===== src/rtl/muldiv_sequencer_pkg.sv =====
// Shared mul/div definitions: op and state encodings, widths, and the
// magnitude helper used at accept time.
package muldiv_sequencer_pkg;

  localparam int XLEN = 32;
  localparam int ITER = 32;

  typedef enum logic [1:0] {
    OP_MUL  = 2'b00,
    OP_MULH = 2'b01,
    OP_DIV  = 2'b10,
    OP_REM  = 2'b11
  } op_e;

  typedef enum logic [1:0] {
    S_IDLE = 2'b00,
    S_BUSY = 2'b01,
    S_DONE = 2'b10
  } state_e;

  function automatic logic [XLEN-1:0] mag(input logic [XLEN-1:0] x, input logic neg);
    return neg ? (~x + 1'b1) : x;
  endfunction

endpackage


===== src/rtl/muldiv_iter.sv =====
// One iteration on the 64-bit accumulator: shift-add for multiply (multiplier
// in the low half, shifted out LSB-first) or restoring shift-subtract for divide.
module muldiv_iter
  import muldiv_sequencer_pkg::*;
(
  input  logic                  is_div_i,
  input  logic [2*XLEN-1:0]     acc_i,
  input  logic [XLEN-1:0]       opb_i,
  output logic [2*XLEN-1:0]     acc_o
);

  logic [XLEN:0]   sum;
  logic [XLEN-1:0] diff;
  logic            ge;

  always_comb begin
    sum = {1'b0, acc_i[2*XLEN-1:XLEN]} + (acc_i[0] ? {1'b0, opb_i} : '0);
    // Shifted partial remainder is {acc[63], acc[62:31]}; the top bit alone means it exceeds any divisor.
    ge   = acc_i[2*XLEN-1] | (acc_i[2*XLEN-2:XLEN-1] >= opb_i);
    diff = acc_i[2*XLEN-2:XLEN-1] - opb_i;
    if (is_div_i)
      acc_o = ge ? {diff, acc_i[XLEN-2:0], 1'b1} : {acc_i[2*XLEN-2:0], 1'b0};
    else
      acc_o = {sum, acc_i[XLEN-1:1]};
  end

endmodule


===== src/rtl/muldiv_sequencer.sv =====
// Iterative 32-cycle mul/div unit for the EX stage: FSM, iteration counter,
// operand magnitude capture and final sign fixup around muldiv_iter.
module muldiv_sequencer
  import muldiv_sequencer_pkg::*;
(
  input  logic            clk,
  input  logic            rst,
  input  logic            start,
  input  logic [1:0]      op,
  input  logic            uns,
  input  logic [XLEN-1:0] a,
  input  logic [XLEN-1:0] b,
  input  logic            flush,
  output logic            stall,
  output logic            done,
  output logic [XLEN-1:0] result
);

  state_e            state_q, state_d;
  logic [5:0]        cnt_q, cnt_d;
  op_e               op_q, op_d;
  logic              neg_q, neg_d;
  logic [2*XLEN-1:0] acc_q, acc_d;
  logic [XLEN-1:0]   opb_q, opb_d;
  logic [XLEN-1:0]   result_q, result_d;

  op_e               op_in;
  logic              accept, sa, sb, div_zero, div_ovf, last;
  logic [2*XLEN-1:0] iter_acc, prod_fix;
  logic [XLEN-1:0]   fixed;

  assign op_in    = op_e'(op);
  assign accept   = (state_q == S_IDLE) && start && !flush;
  assign last     = (cnt_q == 6'(ITER-1));
  // Plain mul yields the same low word either way, so it is always treated as signed.
  assign sa       = a[XLEN-1] && ((op_in == OP_MUL) || !uns);
  assign sb       = b[XLEN-1] && ((op_in == OP_MUL) || !uns);
  assign div_zero = op_in[1] && (b == '0);
  assign div_ovf  = op_in[1] && !uns && (a == 32'h8000_0000) && (b == 32'hFFFF_FFFF);

  muldiv_iter u_iter (
    .is_div_i (op_q[1]),
    .acc_i    (acc_q),
    .opb_i    (opb_q),
    .acc_o    (iter_acc)
  );

  always_ff @(posedge clk) begin
    if (rst) state_q <= S_IDLE;
    else     state_q <= state_d;
  end

  always_comb begin
    state_d = state_q;
    case (state_q)
      S_IDLE:  if (accept) state_d = (div_zero || div_ovf) ? S_DONE : S_BUSY;
      S_BUSY:  if (last) state_d = S_DONE;
      default: state_d = S_IDLE;
    endcase
    if (flush) state_d = S_IDLE;
  end

  always_comb begin
    stall  = accept || (state_q == S_BUSY);
    done   = (state_q == S_DONE);
    result = result_q;
  end

  always_comb begin
    prod_fix = neg_q ? (~iter_acc + 1'b1) : iter_acc;
    case (op_q)
      OP_MUL:  fixed = prod_fix[XLEN-1:0];
      OP_MULH: fixed = prod_fix[2*XLEN-1:XLEN];
      OP_DIV:  fixed = mag(iter_acc[XLEN-1:0], neg_q);
      default: fixed = mag(iter_acc[2*XLEN-1:XLEN], neg_q);
    endcase
  end

  always_comb begin
    op_d     = op_q;
    neg_d    = neg_q;
    acc_d    = acc_q;
    opb_d    = opb_q;
    cnt_d    = cnt_q;
    result_d = result_q;
    if (accept) begin
      op_d  = op_in;
      neg_d = (op_in == OP_REM) ? sa : (sa ^ sb);
      acc_d = {{XLEN{1'b0}}, mag(a, sa)};
      opb_d = mag(b, sb);
      cnt_d = '0;
      if (div_zero)     result_d = (op_in == OP_DIV) ? 32'hFFFF_FFFF : a;
      else if (div_ovf) result_d = (op_in == OP_DIV) ? 32'h8000_0000 : 32'h0;
    end else if ((state_q == S_BUSY) && !flush) begin
      acc_d = iter_acc;
      cnt_d = cnt_q + 6'd1;
      if (last) result_d = fixed;
    end
  end

  always_ff @(posedge clk) begin
    if (rst) begin
      op_q     <= OP_MUL;
      neg_q    <= 1'b0;
      acc_q    <= '0;
      opb_q    <= '0;
      cnt_q    <= '0;
      result_q <= '0;
    end else begin
      op_q     <= op_d;
      neg_q    <= neg_d;
      acc_q    <= acc_d;
      opb_q    <= opb_d;
      cnt_q    <= cnt_d;
      result_q <= result_d;
    end
  end

endmodule


===== config.mk =====
export PLATFORM = sky130hd
export DESIGN_NAME = muldiv_sequencer
export DESIGN_NICKNAME = d
export VERILOG_FILES = /design/src/rtl/muldiv_sequencer_pkg.sv /design/src/rtl/muldiv_iter.sv /design/src/rtl/muldiv_sequencer.sv
export SDC_FILE = /design/constraint.sdc
export NUM_CORES = 1
export LEC_CHECK = 0
export ABC_AREA = 1
export CORE_MARGIN = 10
export CORE_UTILIZATION = 26
export DETAILED_ROUTE_END_ITERATION = 10
export GPL_ROUTABILITY_DRIVEN = 1
export SLEW_MARGIN = 20
export SYNTH_ARGS = -nofsm -noshare
export SYNTH_HDL_FRONTEND = slang
export SYNTH_SLANG_ARGS = --single-unit

===== constraint.sdc =====
create_clock -name clk -period 7.1 [get_ports clk]
set_input_delay 0.71 -clock clk [delete_from_list [all_inputs] [get_ports clk]]
set_output_delay 0.71 -clock clk [all_outputs]
set_load 0.02 [all_outputs]

==> impl_metrics.toml <==
[timing]
max_slew_margin = 0.365
rsz0062_at_grt = "false"
finalCritPeriodShare = 0.698
final-hold-violation-count = 0
skew_ns = 0.0130
tightest_slew_ns = 0.953
drv_slew = 0
tns_ns = 0
fmax_mhz = 202
finalSetupViolCount = 0
min_period_ns = 4.96

[power_and_ir_drop]
power_uw = 3020
p_leak_uw = 0.00946
peakVddDrop_mv = 0.185
switching_share = 0.422
p_clk_frac = 0.324
power_frac_comb = 0.398
power_frac_seq = 0.278
internal-power_uw = 1750
p_per_area_mw_per_mm2 = 160
p_switching_uw = 1280

[worst_setup_path]
path_class = "reg2reg"
cpMostUsedCell = "nand2_1"
worst_ep_required_time_ns = 7.44
cp_slowest_cell = "nor2_8"
worst_path_dominant_cell_family = "simple AND/OR/NAND/NOR gates"
end_kind = "flop"
crit_fanout = 36
crit_start = "opb_q[19]"
r2r-end = "result[24]"
cp.buffers_inverters = 3
r2r_start = "opb_q[19]"
cpPeakStageDelay_ns = 0.49
cp_data_arrival_time_ns = 5.29
crit_path_start_kind = "flop"
reg2reg_slack_ns = 2.14
worstRegToRegCells = 31

[global_route]
use_met1 = 0.253
grt_pass1_vias = 18000
grt_max_degree = 76
antenna_found_initial = 0
busiest_layer = "met2"
grtUsageTotal = 0.187
grt_use_met2 = 0.302
grt_pass1_wl_microns = 109000
grtUsageMet3 = 0.0246
grt_remaining_overflow = 0

[layout]
fillers = 7276
syn2layout_area_growth_pct = 14.5
nNetsFinal = 3220
diodes = 0
drive_gt1_frac = 0.0502

[drt]
wl_per_cell_microns = 18.1
vias = 19900
ant_nets = 0
routed_via_density = 5.05
detail_route.iter0.violations = 2237
wirelength_microns = 71300
drt_first_pass_iters = 6
drc = 0

[placement]
numPortBuffers = 104
place.gp.congestion = 0.985
dp_hpwl_microns = 56800

[synthesis]
synthTopCellsByCount = "nand2_1, inv_1, nor2_1"
synth_nets = 3180
yosysTopAreaCellShare = 0.204
synth_edf_count = 0
synth.distinct_cells = 59
yosys_warnings = 0
synth.most_common_cell = "nand2_1"
synth_area_per_cell_sq_um = 5.42
async_reset_ff_frac = 0
syn_inst = 3037
syn_area_sq_mm = 0.0165
yosys_most_used_dff = "dfxtp_1"
synth_area_leaders = "nand2_1, dfxtp_1, inv_1"
ys_ff_latch = 139
synthDominantAreaCellType = "nand2_1"
synth_seq_area_share = 0.169

[clock_network]
htreeDepth = 4
cts.sinks = 139
cts_buffers = 17
clk-insertion-delay-late_ns = 0.47
post_cts_resized = 0
tritoncts = "done"
postCtsSetupRepairBufs = 0
clock_tree.buffer_depth = 2
clk_pin_slew_ns = 0.07
clock_tree.root_cell = "clkbuf_16"
cts_hold_buf = 0

[die]
die_area_sq_mm = 0.0738
rows = 92
die_w_microns = 272
die_y_microns = 272
io_pins = 105
initial_core_util = 0.262
core-area_sq_mm = 0.0629

[worst_hold_path]
hp-start = "result[21]"
hp-class = "reg2reg"
min_to = "result[21]"
hold_path_depth = 2

[flow_run]
drv_cap = 0

[outcome]
status = "finished, final reports clean"
[worst reg2reg max path, delay by kind of cell (launching register included)]
| kind | cells | cell delay (ns) |
|---|---|---|
| compound gates | 3 | 0.54 |
| fa+ha+maj | 2 | 0.62 |
| buf+inv | 3 | 0.19 |
| flops | 1 | 0.33 |
| simple gates | 23 | 3.17 |
[layout make-up]
cell class	instances	area, sq um	share of cell area
Multi-Input combinational cell	2303	11300	0.602
Sequential cell	139	2790	0.148
Inverter	491	1840	0.0979
Timing Repair Buffer	125	1200	0.0636
Tap cell	846	1060	0.0562
Clock buffer	22	474	0.0252
Clock inverter	10	141	0.00750
[power groups by stage]
| stage | Combinational, uW | Clock (uW) | Sequential (uW) |
|---|---|---|---|
| floorplan | 819 | 0 | 845 |
| global placement | 1180 | 0 | 856 |
| detailed placement | 1170 | 0 | 857 |
| CTS | 1170 | 992 | 840 |
| global route | 1320 | 1020 | 844 |
| finish | 1200 | 980 | 840 |
[placed cells by master (no fill, tap or decap), types with 34 or more instances in the layout]
master	n
nand2_1	896
inv_1	474
nand3_1	284
nor2_1	283
o21ai_0	209
a21oi_1	200
dfxtp_1	137
clkdlybuf4s50_1	104
ha_1	70
nor3_1	40
nand4_1	34
[cells by family after synthesis]
logic type / share of synthesized area
AO/OA/AOI/OAI: 0.186
flip-flops: 0.169
adder cells (fa/ha/maj): 0.0556
buffers and inverters: 0.143
AND/OR/NAND/NOR: 0.435
XOR/XNOR: 0.0112
[stage by stage]
step	std cells	util	cell area, sq um	hold WS [ns]	worst slack (ns)
5_1_grt	3936	0.300	18800	0.488	1.67
3_5_place_dp	3904	0.290	18200	0.456	2.20
4_1_cts	3936	0.300	18800	0.466	2.28
6_report	3936	0.300	18800	0.465	2.14
3_3_place_gp	3904	0.290	18200	0.455	2.18
2_1_floorplan	3037	-	16500	0.440	3.58
[worst max-delay path by stage]
stage                      end  slack (ns)  cells after the start
CTS                 result[24]        2.28                     33
global placement    result[14]        2.18                     18
finish              result[24]        2.14                     31
floorplan           result[24]        3.58                     31
global route        result[24]        1.67                     31
detailed placement   result[5]        2.20                     18
[metal layers]
metal,vias up,part of all wire
met2,849,0.45
met3,107,0.077
met1,9037,0.45
li1,9880,-
met4,0,0.027
met5,-,0
[state kept, by name, summed over array words and instances (netlist names)]
register  count
opb_q        32
op_q          2
state_q       2
result       32
acc_q        64
neg_q         1
cnt_q         6
No activity file was read; power rests on OpenSTA's default activity.
